===== src/rtl/memory_cycle.sv =====
// rtl/memory_cycle.sv - memory stage: scalar/vector data access FSM, stall and M->W registers
// Optional MEM_PERF_CNT_EN adds stall and completed-memop counters.
module memory_cycle #(
  parameter int DATA_W    = 32,
  parameter int LANES     = 4,
  parameter int RD_W_BITS = 6
) (
  input  logic                    clk,
  input  logic                    rst,
  input  logic                    RegWriteM,
  input  logic                    MemWriteM,
  input  logic                    ResultSrcM,
  input  logic                    is_vectorialM,
  input  logic [RD_W_BITS-1:0]    RD_M,
  input  logic [31:0]             PCPlus4M,
  input  logic [31:0]             ALU_ResultM,
  input  logic [LANES*DATA_W-1:0] WriteDataM,
  output logic                    mem_req_valid,
  input  logic                    mem_req_ready,
  output logic                    mem_we,
  output logic [31:0]             mem_addr,
  output logic [DATA_W-1:0]       mem_wdata,
  input  logic                    mem_rsp_valid,
  input  logic [DATA_W-1:0]       mem_rdata,
  output logic                    StallM,
  output logic                    RegWriteW,
  output logic                    ResultSrcW,
  output logic [RD_W_BITS-1:0]    RD_W,
  output logic [31:0]             PCPlus4W,
  output logic [31:0]             ALU_ResultW,
  output logic [LANES*DATA_W-1:0] ReadDataW,
  output logic [31:0]             perf_stall_cnt,
  output logic [31:0]             perf_memop_cnt
);

  localparam int BEAT_W = (LANES > 1) ? $clog2(LANES) : 1;

  typedef enum logic [1:0] {IDLE, ISSUE, RESP} state_t;

  state_t                  stateQ;
  logic [BEAT_W-1:0]       beatQ;
  logic [DATA_W-1:0]       laneQ [LANES];
  logic                    memOp;
  logic                    isLoad;
  logic                    lastBeat;
  logic                    reqPhase;
  logic                    handshake;
  logic                    rspHit;
  logic                    complete;
  logic [LANES*DATA_W-1:0] assembled;

  // A store wins when both MemWriteM and ResultSrcM are set.
  always_comb begin
    memOp     = MemWriteM | ResultSrcM;
    isLoad    = ResultSrcM & ~MemWriteM;
    lastBeat  = is_vectorialM ? (beatQ == BEAT_W'(LANES - 1)) : 1'b1;
    reqPhase  = ~rst & memOp & (stateQ != RESP);
    handshake = reqPhase & mem_req_ready;
    rspHit    = ~rst & (stateQ == RESP) & mem_rsp_valid;
    complete  = ~memOp | (handshake & ~isLoad & lastBeat) | (rspHit & lastBeat);
  end

  assign mem_req_valid = reqPhase;
  assign mem_we        = MemWriteM;
  assign mem_addr      = {ALU_ResultM[31:2] + 30'(beatQ), 2'b00};
  assign mem_wdata     = WriteDataM[DATA_W*int'(beatQ) +: DATA_W];
  assign StallM        = ~rst & memOp & ~complete;

  // Final beat's data bypasses laneQ; scalar loads keep only lane 0.
  always_comb begin
    assembled = '0;
    for (int i = 0; i < LANES; i++) begin
      if (i == 0 || is_vectorialM) begin
        if (rspHit && beatQ == BEAT_W'(i))
          assembled[i*DATA_W +: DATA_W] = mem_rdata;
        else
          assembled[i*DATA_W +: DATA_W] = laneQ[i];
      end
    end
  end

  always_ff @(posedge clk) begin
    if (rst) begin
      stateQ      <= IDLE;
      beatQ       <= '0;
      for (int i = 0; i < LANES; i++) laneQ[i] <= '0;
      RegWriteW   <= 1'b0;
      ResultSrcW  <= 1'b0;
      RD_W        <= '0;
      PCPlus4W    <= '0;
      ALU_ResultW <= '0;
      ReadDataW   <= '0;
    end else if (complete) begin
      stateQ      <= IDLE;
      beatQ       <= '0;
      for (int i = 0; i < LANES; i++) laneQ[i] <= '0;
      RegWriteW   <= RegWriteM;
      ResultSrcW  <= ResultSrcM;
      RD_W        <= RD_M;
      PCPlus4W    <= PCPlus4M;
      ALU_ResultW <= ALU_ResultM;
      ReadDataW   <= isLoad ? assembled : '0;
    end else begin
      case (stateQ)
        IDLE, ISSUE: begin
          if (handshake) begin
            if (isLoad) begin
              stateQ <= RESP;
            end else begin
              beatQ  <= beatQ + 1'b1;
              stateQ <= ISSUE;
            end
          end else begin
            stateQ <= ISSUE;
          end
        end
        RESP: begin
          if (rspHit) begin
            laneQ[beatQ] <= mem_rdata;
            beatQ        <= beatQ + 1'b1;
            stateQ       <= ISSUE;
          end
        end
        default: stateQ <= IDLE;
      endcase
    end
  end

`ifdef MEM_PERF_CNT_EN
  always_ff @(posedge clk) begin
    if (rst) begin
      perf_stall_cnt <= '0;
      perf_memop_cnt <= '0;
    end else begin
      if (StallM)
        perf_stall_cnt <= perf_stall_cnt + 32'd1;
      if (memOp && complete)
        perf_memop_cnt <= perf_memop_cnt + 32'd1;
    end
  end
`else
  assign perf_stall_cnt = '0;
  assign perf_memop_cnt = '0;
`endif

endmodule


===== config.mk =====
export PLATFORM = sky130hd
export DESIGN_NAME = memory_cycle
export DESIGN_NICKNAME = d
export VERILOG_FILES = /design/src/rtl/memory_cycle.sv
export SDC_FILE = /design/constraint.sdc
export NUM_CORES = 1
export LEC_CHECK = 0
export CAP_MARGIN = 20
export CORE_AREA = 2 2 222 224
export CTS_CLUSTER_DIAMETER = 50
export DETAILED_ROUTE_END_ITERATION = 10
export DIE_AREA = 0 0 224 226
export PLACE_DENSITY = 0.67
export SYNTH_ARGS = -nofsm -noshare
export SYNTH_HDL_FRONTEND = slang
export SYNTH_SLANG_ARGS = --single-unit

===== constraint.sdc =====
create_clock -name clk -period 4.6 [get_ports clk]
set_clock_uncertainty 0.2 [all_clocks]
set_input_delay 1.15 -clock clk [delete_from_list [all_inputs] [get_ports clk]]
set_output_delay 1.15 -clock clk [all_outputs]
set_load 0.02 [all_outputs]

==> results by group <==
Worst setup path
  – RR Startpoint: beatQ[0]
  – Critical Path End Type: primary output
  – Crit path max fanout: 5
  – Reg2reg end: ReadDataW[15]
  – CP max stage delay: 0.48 ns
  – CP Launch Type: input pin
  – Crit Path Category: input pin to primary output
  – CP cell instances: clkdlybuf4s50_1, inv_1, fa_2, and4b_2, buf_6, nand3_4, nor3_2, xor2_1, buf_4
  – Reg2Reg Depth: 8
  – Slowest cell on the critical path: clkdlybuf4s50_1
  – CP Data Required Time: about 3.3 ns
  – Reg2reg setup slack: 1.25 ns
  – Data arrival time of the critical path: between 3 and 4 ns

Yosys
  – Cell with the most instances after synthesis: dfxtp_1
  – Yosys warns: 0
  – Cell area after synthesis: 15070 µm²
  – Most instantiated cells after synthesis: 204 x dfxtp_1, 200 x mux2i_1, 144 x nand2b_1
  – Largest area contributor in the netlist: dfxtp_1
  – Number of flops mapped to enable cells by yosys: ~130
  – Post-synth cell types: 42
  – Seq cells post-synth: roughly 330
  – Seq/Total Area, Yosys: 0.5260
  – Synthesized area per cell: ~12 µm²
  – Yosys top cell area share: 0.2710
  – Syn Inst Count: 1220
  – Ys flop type: dfxtp_1
  – Post-synthesis async set-or-reset flop share: 0
  – Area contributors post-synth: dfxtp_1 27%, edfxtp_1 26%, mux2i_1 13%

Timing
  – RSZ-0062 raised after global routing: false
  – Max Clock Freq: 220.1 MHz
  – Fin. max-slew vios: 0
  – Rel. slew slack: 0.3533
  – Final hold vios: 0
  – Worst hold slack: roughly 0.26 ns
  – # setup viols final: 0
  – Final min period: 4.543 ns
  – Worst Tran Pin Value: approximately 0.97 ns
  – Fin crit share: 0.9876

Clock tree
  – CTS HTree Levels: 2
  – CTS tree: yes
  – Worst-path clk slew: ~0.06 ns
  – CTS sink count: 332
  – # Post-CTS Setup Buffers: 0
  – Insertion delay to the later sink of the worst-skew pair: just under 0.6 ns
  – Number of buffers created by CTS: 43
  – CTS Root Buffer Type: clkbuf_16
  – Max Root-Sink Buffers: 3

GRT
  – GRT Resource Usage Total: 0.1857
  – Vias in the first global route: about 11000
  – GRT Residual Overflow: 0
  – First-pass GRT wire length: between 70 and 80 mm
  – Initial antenna violation count: 5
  – Largest net degree at the start of global routing: ~150

Power
  – Pwr dens: between 300 and 400 nW/µm²
  – Leakage: between 9 and 10 nW
  – Peak VDD IR: just under 0.3 mV
  – Overall power: roughly 0.0074 W

Run
  – Max-cap viol count: 0

Final layout
  – Area of the multi-input gates: about 6700 µm²
  – Final Util: 0.4618
  – Nets: ~2000
  – Layout area overhead: 48.12%
  – Layout cells sized above 1: 0.1170
  – Register area: approximately 8000 µm²
  – Filler instances: between 4000 and 5000

Floorplanning
  – IO Pins: between 500 and 600
  – Die width: about 220 µm
  – Die Y: about 230 µm
  – Core Region: between 40000 and 50000 µm²
  – Die area: approximately 51000 µm²
  – Initial Util: 0.3118
  – # rows: roughly 80

Run status
  – Status: completed

Detailed routing
  – Via-per-instance ratio: ~4.6
  – Vias: around 11000
  – DRC: 0
  – Final WL: ~49 mm
  – DRT iter0 DRCs: ~600
  – Post-DRT Antenna Nets: 0
  – First-pass iteration count of the detailed router: 5
  – DR WL/cell: between 20 and 25 µm

Hold path
  – Hold endpoint: ReadDataW[100]
  – HP Start: ReadDataW[100]
  – Worst hold path depth: 1
  – Hold Crit Class: register to register

Placed design
  – Detailed Place HPWL: 35.04 mm
  – Gpl congestion: approximately 0.9
  – IO Port Bufs: 502
==> placed cells by master (no fill, tap or decap), types with 9 or more instances in the layout <==
| cell | Yosys | routed |
|---|---|---|
| nand2_1 | 17 | 13 |
| nor2_1 | 15 | 12 |
| dfxtp_1 | 204 | 202 |
| clkdlybuf4s50_1 | 0 | 474 |
| nand2b_1 | 144 | 144 |
| xor2_1 | 16 | 16 |
| and2_1 | 96 | 96 |
| inv_1 | 11 | 11 |
| edfxtp_1 | 128 | 128 |
| xnor2_1 | 13 | 13 |
| conb_1 | 1 | 98 |
| mux4_2 | 32 | 32 |
| clkbuf_16 | 0 | 43 |
| mux2i_1 | 200 | 200 |
| buf_2 | 28 | 9 |
| buf_4 | 68 | 59 |
| o2bb2ai_1 | 128 | 128 |
| clkbuf_1 | 47 | 10 |
==> cells by family after synthesis <==
family | after synthesis | synth area share
and+or+nand+nor | 318 | 0.1274
other | 1 | 0.0002488
AOI/OAI and AO/OA | 139 | 0.08044
buffers and inverters | 162 | 0.06209
adders and majority gates | 7 | 0.006309
DFF | 332 | 0.5260
muxes | 232 | 0.1806
xor gates and xnor gates | 29 | 0.01685
==> flip-flops by register name, summed over array words and instances (netlist names) <==
signal       cells
ReadDataW      128
laneQ          128
ALU_ResultW     32
PCPlus4W        32
RD_W             6
beatQ            2
stateQ           2
RegWriteW        1
ResultSrcW       1
==> area by class of cell <==
type                    instances  share of cell area
diodes                          1           0.0001121
clock buffers                  56             0.05173
clock inverters                22             0.01014
inverters                      12            0.002018
multi-input cells             823              0.2983
flip-flops and latches        332              0.3552
well taps                     622             0.03486
repair buffers                567              0.2476
==> critical path, delay by kind of cell <==
kind                       cells  cell delay [ns]
xor gates and xnor gates       1             0.17
adders and majority gates      1             0.35
buffers and inverters          4             0.83
and+or+nand+nor                3             0.69
==> power breakdown <==
part | total, W | switching (W) | internal, W
combinational | 0.000917 | 0.000464 | 0.000453
sequential | 0.00320 | 0.0000378 | 0.00316
clock | 0.00324 | 0.00133 | 0.00191
total | 0.00736 | 0.00183 | 0.00553
==> per-stage QoR <==
step	cells	setup WS [ns]	area, µm²	setup TNS [ns]
6_report	2435	0.05703	22330	0
5_1_grt	2434	0.002217	22320	0
3_5_place_dp	2355	-0.7363	20940	-9.975
4_1_cts	2433	-0.001349	22360	-0.001349
2_1_floorplan	1317	0.4094	15440	0
3_3_place_gp	2355	-0.7332	20940	-9.705
==> repair_timing <==
item                       in CTS  in global routing
setup endpoints to repair      24                 18
hold buffers                    0                  0
pin swaps                       3                  0
gates resized for setup        68                 23
==> routing by layer <==
metal / vias to the layer above / global-route usage / wire, µm
met5: - / 0 / 46
met4: 8 / 0.04710 / 938
met3: 73 / 0.08158 / 5207
met2: 428 / 0.2792 / 21600
met1: 5438 / 0.2433 / 21540
li1: 5356 / - / -
==> worst max path at each step <==
stage                              start      endpoint  slack [ns]  cells past startpoint
final                     ALU_ResultM[3]  mem_addr[30]        0.06                      9
after global routing      ALU_ResultM[3]  mem_addr[23]       0.002                      9
after CTS                 ALU_ResultM[3]  mem_addr[17]      -0.001                      9
after detailed placement  ALU_ResultM[2]  mem_addr[26]       -0.74                     10
after global placement    ALU_ResultM[2]  mem_addr[26]       -0.73                     10
after floorplan           ALU_ResultM[2]  mem_addr[20]        0.41                      7
(Power assumes the default switching activity.)
